[config.mk]
export PLATFORM = sky130hd
export DESIGN_NAME = factorial_batch_ctrl_flat
export DESIGN_NICKNAME = d
export VERILOG_FILES = /design/src/rtl/factorial_batch_ctrl_if.sv /design/src/rtl/factorial_batch_ctrl.sv /design/src/flat_wrapper.sv
export SDC_FILE = /design/constraint.sdc
export NUM_CORES = 1
export LEC_CHECK = 0
export ABC_AREA = 1
export CAP_MARGIN = 0
export CORE_UTILIZATION = 50
export CTS_BUF_LIST = sky130_fd_sc_hd__clkbuf_16
export CTS_CLUSTER_SIZE = 25
export DETAILED_ROUTE_END_ITERATION = 6
export PLACE_DENSITY = 0.87
export SYNTH_ARGS = -nofsm -noshare
export SYNTH_HDL_FRONTEND = slang
export SYNTH_SLANG_ARGS = --single-unit
[constraint.sdc]
create_clock -name ap_clk -period 4.95 [get_ports ap_clk]
set_clock_uncertainty 0.1 [all_clocks]
set_input_delay 1.485 -clock ap_clk [delete_from_list [all_inputs] [get_ports ap_clk]]
set_output_delay 1.485 -clock ap_clk [all_outputs]
set_load 0.01 [all_outputs]
[src/rtl/factorial_batch_ctrl_if.sv]
// Host, core and result-stream signals of the factorial batch sequencer.
// slave is the sequencer itself; master is the host/core/result-sink side.
interface factorial_batch_ctrl_if;
  logic        ap_start;
  logic        ap_done;
  logic        ap_idle;
  logic        ap_ready;
  logic [31:0] n_first;
  logic [7:0]  n_count;
  logic        core_start;
  logic [31:0] core_num;
  logic        core_done;
  logic [31:0] core_return;
  logic        res_valid;
  logic        res_ready;
  logic [31:0] res_n;
  logic [31:0] res_data;
  logic        res_err;

  modport slave (
    input  ap_start, n_first, n_count, core_done, core_return, res_ready,
    output ap_done, ap_idle, ap_ready, core_start, core_num,
           res_valid, res_n, res_data, res_err
  );

  modport master (
    output ap_start, n_first, n_count, core_done, core_return, res_ready,
    input  ap_done, ap_idle, ap_ready, core_start, core_num,
           res_valid, res_n, res_data, res_err
  );
endinterface

[src/rtl/factorial_batch_ctrl.sv]
// Batch sequencer: issues one factorial job per argument to the core, queues
// (n, n!) results in a small FIFO and drains them over a valid/ready stream.
//
// state   | meaning
// --------+---------------------------------------------------------------
// IDLE    | waiting for ap_start; captures n_first / n_count
// ISSUE   | pulses core_start once the FIFO has room for the result
// WAIT    | one job outstanding; ends on core_done or watchdog expiry
// FINISH  | all jobs pushed; waits for FIFO to drain, then pulses ap_done
module factorial_batch_ctrl #(
  parameter int FIFO_DEPTH = 4,
  parameter int TIMEOUT    = 1024
) (
  input  logic                   ap_clk,
  input  logic                   ap_rst,
  factorial_batch_ctrl_if.slave  bus
);

  localparam int AW = (FIFO_DEPTH > 1) ? $clog2(FIFO_DEPTH) : 1;
  localparam int CW = AW + 1;
  localparam int WW = (TIMEOUT > 1) ? $clog2(TIMEOUT) : 1;
  localparam logic [CW-1:0] DEPTH_C   = CW'(FIFO_DEPTH);
  localparam logic [WW-1:0] WDOG_LOAD = WW'(TIMEOUT - 1);

  typedef enum logic [1:0] {
    S_IDLE   = 2'd0,
    S_ISSUE  = 2'd1,
    S_WAIT   = 2'd2,
    S_FINISH = 2'd3
  } state_t;

  state_t          state_q;
  state_t          state_d;
  logic [31:0]     next_n_q;
  logic [7:0]      remaining_q;
  logic [WW-1:0]   wdog_q;

  logic [31:0]     mem_n    [FIFO_DEPTH];
  logic [31:0]     mem_data [FIFO_DEPTH];
  logic            mem_err  [FIFO_DEPTH];
  logic [AW-1:0]   wr_ptr_q;
  logic [AW-1:0]   rd_ptr_q;
  logic [CW-1:0]   count_q;

  logic            issue;
  logic            push;
  logic            push_err;
  logic            pop;
  logic            done_pulse;
  logic            fifo_nempty;

  assign fifo_nempty = (count_q != '0);
  assign pop         = fifo_nempty && bus.res_ready;

  always_ff @(posedge ap_clk or posedge ap_rst) begin
    if (ap_rst) begin
      state_q <= S_IDLE;
    end else begin
      state_q <= state_d;
    end
  end

  always_comb begin
    state_d    = state_q;
    issue      = 1'b0;
    push       = 1'b0;
    push_err   = 1'b0;
    done_pulse = 1'b0;
    case (state_q)
      S_IDLE: begin
        if (bus.ap_start) begin
          state_d = (bus.n_count == 8'd0) ? S_FINISH : S_ISSUE;
        end
      end
      S_ISSUE: begin
        // Space is reserved here so the eventual push can never overflow.
        if (count_q < DEPTH_C) begin
          issue   = 1'b1;
          state_d = S_WAIT;
        end
      end
      S_WAIT: begin
        if (bus.core_done) begin
          push = 1'b1;
        end else if (wdog_q == '0) begin
          push     = 1'b1;
          push_err = 1'b1;
        end
        if (push) begin
          state_d = (remaining_q > 8'd1) ? S_ISSUE : S_FINISH;
        end
      end
      S_FINISH: begin
        if (count_q == '0) begin
          done_pulse = 1'b1;
          state_d    = S_IDLE;
        end
      end
      default: state_d = S_IDLE;
    endcase
  end

  // Watchdog counts down from TIMEOUT-1; expiry at zero lands the error
  // entry exactly TIMEOUT cycles after the core_start cycle.
  always_ff @(posedge ap_clk or posedge ap_rst) begin
    if (ap_rst) begin
      next_n_q    <= '0;
      remaining_q <= '0;
      wdog_q      <= '0;
    end else begin
      if (state_q == S_IDLE && bus.ap_start) begin
        next_n_q    <= bus.n_first;
        remaining_q <= bus.n_count;
      end
      if (issue) begin
        wdog_q <= WDOG_LOAD;
      end else if (state_q == S_WAIT && wdog_q != '0) begin
        wdog_q <= wdog_q - 1'b1;
      end
      if (push) begin
        next_n_q    <= next_n_q + 32'd1;
        remaining_q <= remaining_q - 8'd1;
      end
    end
  end

  always_ff @(posedge ap_clk or posedge ap_rst) begin
    if (ap_rst) begin
      wr_ptr_q <= '0;
      rd_ptr_q <= '0;
      count_q  <= '0;
    end else begin
      if (push) begin
        wr_ptr_q <= wr_ptr_q + 1'b1;
      end
      if (pop) begin
        rd_ptr_q <= rd_ptr_q + 1'b1;
      end
      if (push && !pop) begin
        count_q <= count_q + 1'b1;
      end else if (pop && !push) begin
        count_q <= count_q - 1'b1;
      end
    end
  end

  always_ff @(posedge ap_clk) begin
    if (push) begin
      mem_n[wr_ptr_q]    <= next_n_q;
      mem_data[wr_ptr_q] <= push_err ? 32'd0 : bus.core_return;
      mem_err[wr_ptr_q]  <= push_err;
    end
  end

  // Storage is not reset, so the head is masked to zero while empty.
  assign bus.res_valid  = fifo_nempty;
  assign bus.res_n      = fifo_nempty ? mem_n[rd_ptr_q]    : 32'd0;
  assign bus.res_data   = fifo_nempty ? mem_data[rd_ptr_q] : 32'd0;
  assign bus.res_err    = fifo_nempty ? mem_err[rd_ptr_q]  : 1'b0;

  assign bus.core_start = issue;
  assign bus.core_num   = next_n_q;
  assign bus.ap_done    = done_pulse;
  assign bus.ap_ready   = done_pulse;
  assign bus.ap_idle    = (state_q == S_IDLE) && !bus.ap_start;

endmodule

[src/flat_wrapper.sv]
// flat-port wrapper written by rule: the top's interface ports become plain ports
module factorial_batch_ctrl_flat 
#(
  parameter int FIFO_DEPTH = 4,
  parameter int TIMEOUT    = 1024
)
  (ap_clk, ap_rst, bus_ap_start, bus_n_first, bus_n_count, bus_core_done, bus_core_return, bus_res_ready, bus_ap_done, bus_ap_idle, bus_ap_ready, bus_core_start, bus_core_num, bus_res_valid, bus_res_n, bus_res_data, bus_res_err);
  factorial_batch_ctrl_if bus_i ();
  input  logic ap_clk;
  input  logic ap_rst;
  input wire logic [$bits(bus_i.ap_start)-1:0] bus_ap_start;
  input wire logic [$bits(bus_i.n_first)-1:0] bus_n_first;
  input wire logic [$bits(bus_i.n_count)-1:0] bus_n_count;
  input wire logic [$bits(bus_i.core_done)-1:0] bus_core_done;
  input wire logic [$bits(bus_i.core_return)-1:0] bus_core_return;
  input wire logic [$bits(bus_i.res_ready)-1:0] bus_res_ready;
  output wire logic [$bits(bus_i.ap_done)-1:0] bus_ap_done;
  output wire logic [$bits(bus_i.ap_idle)-1:0] bus_ap_idle;
  output wire logic [$bits(bus_i.ap_ready)-1:0] bus_ap_ready;
  output wire logic [$bits(bus_i.core_start)-1:0] bus_core_start;
  output wire logic [$bits(bus_i.core_num)-1:0] bus_core_num;
  output wire logic [$bits(bus_i.res_valid)-1:0] bus_res_valid;
  output wire logic [$bits(bus_i.res_n)-1:0] bus_res_n;
  output wire logic [$bits(bus_i.res_data)-1:0] bus_res_data;
  output wire logic [$bits(bus_i.res_err)-1:0] bus_res_err;
  assign bus_i.ap_start = bus_ap_start;
  assign bus_i.n_first = bus_n_first;
  assign bus_i.n_count = bus_n_count;
  assign bus_i.core_done = bus_core_done;
  assign bus_i.core_return = bus_core_return;
  assign bus_i.res_ready = bus_res_ready;
  assign bus_ap_done = bus_i.ap_done;
  assign bus_ap_idle = bus_i.ap_idle;
  assign bus_ap_ready = bus_i.ap_ready;
  assign bus_core_start = bus_i.core_start;
  assign bus_core_num = bus_i.core_num;
  assign bus_res_valid = bus_i.res_valid;
  assign bus_res_n = bus_i.res_n;
  assign bus_res_data = bus_i.res_data;
  assign bus_res_err = bus_i.res_err;
  factorial_batch_ctrl #(.FIFO_DEPTH(FIFO_DEPTH), .TIMEOUT(TIMEOUT)) u_core (.ap_clk(ap_clk), .ap_rst(ap_rst), .bus(bus_i));
endmodule
Word level (Yosys, flattened, before mapping)
Memory sizes are Yosys's and may differ from the RTL's.
Cells that the tools add are included.

operators by class
  reduce and logical (&&, ||, !) cells = 19
  $add $sub $neg = 7
  mux-type cells = 31
  shift-type cells = 0
  $lt $le $gt $ge = 2
  equal/unequal tests = 7
  div/mod/pow operators = 0
  $mul = 0
  bitwise operators = 0

operators by type and width
  kind                                                number
  two-way mux 32 bit                                  5
  adder 32 x 1 -> 32 bit, second input constant       1
  two-way mux 10 bit                                  2
  two-way mux 8 bit                                   2
  two-way mux 1 bit                                   13
  two-way mux 2 bit                                   6
  zero test 10 bit                                    1
  nonzero test 10 bit                                 1
  subtractor 10 x 1 -> 10 bit, second input constant  1
  > comparator 8 x 1 -> 1 bit, second input constant  1
  zero test 8 bit                                     1
  case mux 2 bit (4 select lines)                     1
  subtractor 8 x 1 -> 8 bit, second input constant    1
  logical AND 1 bit                                   6
  two-way mux 3 bit                                   2
  nonzero test 2 bit                                  3
  adder 2 x 1 -> 2 bit, second input constant         2
  == test 2 bit, second input constant                2
  != test 2 x 1 -> 1 bit, second input constant       2
  != test 2 bit, second input constant                2
  AND reduction 4 bit                                 1
  adder 3 x 1 -> 3 bit, second input constant         1
  zero test 1 bit                                     3
  zero test 3 bit                                     1
  5 further kinds                                     5

storage, ports and cells
  flip-flop bits (word level) = 59
  ROM bits = 0
  bits in writable memories = 260
  memories = 3
  bits in latches = 0

memories
  name             depth  bits a word  rd ports  clocked after memory_dff  wr ports  RTL line                    text
  u_core.mem_data  4      32           1         0                         1         factorial_batch_ctrl.sv:39  logic [31:0] mem_data [FIFO_DEPTH];
  u_core.mem_n     4      32           1         0                         1         factorial_batch_ctrl.sv:38  logic [31:0] mem_n [FIFO_DEPTH];
  u_core.mem_err   4      1            1         0                         1         factorial_batch_ctrl.sv:40  logic mem_err [FIFO_DEPTH];

Depth between registers and ports, before layout
  word-level depth = 9
  mapped depth = 15

Worst setup path before layout
No wires, ideal clock.

  path type = in2reg
  from = input bus_core_done
  to = memory u_core.mem_data[0][0], enable pin
  arrival = 4.559 ns
  library setup time = 0.488 ns
  required time = 4.362 ns
  stages on the path = 5
  slack = -0.197 ns
  cells stage by stage = inv_1 nand2_2 nand2_4 buf_2 nor2_1

on the way
  cells in the longest elaborated chain, start to end = 5

RTL lines
  element                          RTL line                     text
  start, declared                  flat_wrapper.sv:14           input wire logic [$bits(bus_i.core_done)-1:0] bus_core_done;
  two-way mux 1 bit                factorial_batch_ctrl.sv:83   if (bus.core_done) begin
  two-way mux 1 bit (2 in series)  factorial_batch_ctrl.sv:69   case (state_q)
  two-way mux 1 bit                factorial_batch_ctrl.sv:148  if (push) begin
  two-way mux 1 bit                factorial_batch_ctrl.sv:150  mem_data[wr_ptr_q] <= push_err ? 32'd0 : bus.core_return;
  end, declared                    factorial_batch_ctrl.sv:39

Every way passes these cells. The select of a mux whose other input is x is not followed.

Worst setup path in the final report
  from = register u_core.rd_ptr_q[0]
  to = output bus_res_data[18]

on the way
  cells in the longest elaborated chain, start to end = 2

RTL lines
  element                 RTL line                     text
  start, declared         factorial_batch_ctrl.sv:42   logic [AW-1:0] rd_ptr_q;
  start signal, assigned  factorial_batch_ctrl.sv:137  rd_ptr_q <= rd_ptr_q + 1'b1;
  memory (4 x 32 bit)     -
  two-way mux 32 bit      factorial_batch_ctrl.sv:158  assign bus.res_data = fifo_nempty ? mem_data[rd_ptr_q] : 32'd0;
  end, declared           flat_wrapper.sv:24           output wire logic [$bits(bus_i.res_data)-1:0] bus_res_data;

Every way passes these cells.

==> results.toml <==
[outcome]
status = "complete, no violations"

[floorplan]
io_pins = 179
row_count = 61
die-area_um2 = 29540
coreArea_um2 = 28090
die_h_um = 171.9
die_x_um = 171.9
start_util = 0.5136

[worst_setup_path]
crit_type = "register to output port"
worstSetupEndpointType = "output port"
cp_num_buf_inv = 3
cp_data_arrival_time_ps = 2910
cp_top_family = "buffers and inverters"
cpMaxStageDelayCell = "clkdlybuf4s50_1"
path_cells = "clkinv_2, buf_4, o21ai_0, a21oi_1, clkdlybuf4s50_1"
startpoint_type = "register"
critPathMaxFanout = 64
required_ps = 3370
slowest_delay_ps = 580

[flow_run]
maxCapViolCount = 0

[detailed_routing]
drtIter0Drc = 1154
dr_total_vias = 11013
routed_wl_mm = 34.97
firstDrtPassIters = 5
wl_per_cell_um = 17.21
drc = 0
ant_nets = 0
viasPerCell = 5.420

[yosys]
synthTopCellsByCount = "nor2_1, nand2_1, edfxtp_1"
syn_area_per_cell_um2 = 9.821
synth_cells = 1469
syn-cell-area_um2 = 14430
synthArstFlopShare = 0.1850
synth_cell_types = 38
synth.top_cells.by_area = "edfxtp_1, dfrtp_1, nor2_1"
synth_edf_count = 260
synth-seq-cells = 319
synth_top_area_frac = 0.5412
syn_nets = 1556
synth_ff_type = "edfxtp_1"
synth.yosys.warnings = 0
yosysMostFrequentCell = "nor2_1"
yosys.area.top_type = "edfxtp_1"
seq_area_frac_synth = 0.6435

[cts]
cts_tree = "done"
cts_resized = 0
ctsRootBufferMaster = "clkbuf_16"
ctsHoldBuffers = 0
clk_path_buf_depth = 3
clock-sinks = 319
path_clk_slew_ps = 60
post_cts_buffers = 0
cts_buffers = 34
clock_latency_ps = 510
htree_num_levels = 2

[grt]
gr-usage-all-layers = 0.2397
grt_start_max_net_pins = 133
grt_pass1_wl_mm = 54.32
grt_pass1_vias = 10716
gr-total-overflow = 0
antenna_found_initial = 0

[sta]
whs_ps = 409.0
setup_violations = 0
rsz0062_at_grt = "no"
maxSlewViolCount = 0
min_period_over_period = 0.9089
fin_crit_ps = 4499
fin_ws_ps = 451.0
worst_pin_slew_ps = 930.8
hold_viol_final = 0
slew_headroom = 0.3795
fmax_mhz = 222.3
fin_setup_tns_ps = 0

[layout]
diodes = 0
layout.cells.non_filler = 2032
utilization = 0.6287
drive_above_1_share = 0.05804
finalNetCount = 1716
area_growth_pct = 22.41
nFillCells = 2181
finalInstanceArea_um2 = 17660

[power]
ir_drop_uv = 437.7
p_per_area_nw_per_um2 = 616.3
total_power_mw = 10.88
p_leak_nw = 6.777

[placement]
place_congestion = 0.8850
dpl.hpwl_mm = 20.88
port_buffers = 178
postPlaceCellArea_um2 = 16580
dp_cells = 1971
pre_cts_ws_ps = 765.0

[worst_hold_path]
min-delay-path-class = "register to register"
==> cell type report <==
class / count / area [µm²] / area share
clock buffer: 37 / 925.9 / 0.05243
clock inverter: 24 / 157.7 / 0.008927
inverter: 97 / 367.9 / 0.02083
multi-input combinational: 986 / 4479 / 0.2536
sequential: 319 / 9289 / 0.5260
tap: 378 / 473.0 / 0.02678
timing repair buffer: 191 / 1967 / 0.1114
==> worst paths after layout <==
path | from | end | slack, ps | depth (start not counted)
max in group asynchronous | ap_rst | u_core.bus.core_num[5] | 2580 | 3
max reg2reg | u_core.wdog_q[0] | u_core.count_q[2] | 2120 | 14
max | u_core.rd_ptr_q[0] | bus_res_data[18] | 450 | 5
min in group asynchronous | ap_rst | u_core.wdog_q[0] | 1270 | 2
min | u_core.wdog_q[7] | u_core.wdog_q[7] | 410 | 2
min reg2reg | u_core.wdog_q[7] | u_core.wdog_q[7] | 410 | 2
==> per-layer routing <==
| layer | share of wire | track usage | vias up |
|---|---|---|---|
| met5 | 0 | 0 | - |
| met4 | 0.022 | 0.07311 | 0 |
| met3 | 0.080 | 0.04280 | 62 |
| met2 | 0.49 | 0.4135 | 536 |
| met1 | 0.41 | 0.3086 | 5225 |
| li1 | - | - | 5190 |
==> power by group <==
group	switching [mW]	internal (mW)	total [mW]
Combinational	2.53	1.91	4.44
Clock	0.984	1.45	2.43
Sequential	0.546	3.46	4.01
==> cell families (layout without fill, tap and decap cells) <==
| family | count (synthesis) | after routing | share of synthesized area |
|---|---|---|---|
| DFF | 319 | 319 | 0.6435 |
| AOI/OAI and AO/OA | 230 | 230 | 0.08057 |
| adders and majority gates | 10 | 10 | 0.009194 |
| muxes | 1 | 1 | 0.0007805 |
| xor gates and xnor gates | 26 | 26 | 0.01579 |
| and+or+nand+nor | 719 | 719 | 0.2017 |
| buffers and inverters | 164 | 349 | 0.04840 |
==> state kept, by name, indices dropped and copies added (netlist names), 3 cells and up <==
name / cells
u_core.count_q: 3
u_core.mem_data: 128
u_core.mem_n: 128
u_core.remaining_q: 8
u_core.wdog_q: 10
u_core.mem_err: 4
u_core.bus.core_num: 32
==> cell usage in the layout (no fill, tap or decap), types with 2 or more instances in the layout <==
master / count
nor2_1: 324
nand2_1: 305
edfxtp_1: 260
clkdlybuf4s50_1: 178
o21ai_0: 148
inv_1: 99
a21oi_1: 68
dfrtp_1: 57
nand3_1: 50
clkbuf_16: 37
xor2_1: 15
xnor2_1: 11
nor2_4: 10
o21ai_1: 10
ha_1: 9
clkinv_2: 7
buf_12: 7
inv_2: 6
nand2_2: 6
buf_4: 6
nand3b_1: 5
clkinv_1: 5
nor2_2: 4
nor3_1: 3
o211ai_1: 2
or2_2: 2
nand4_1: 2
bufinv_16: 2
==> worst reg2reg max path, delay by kind of cell, from the launching register on <==
family / cells / cell delay (ps)
fa+ha+maj: 3 / 820
buf+inv: 3 / 530
simple gates: 5 / 460
flops: 1 / 410
compound gates: 2 / 250
xor+xnor: 1 / 150
No activity file was read; power rests on OpenSTA's default activity.
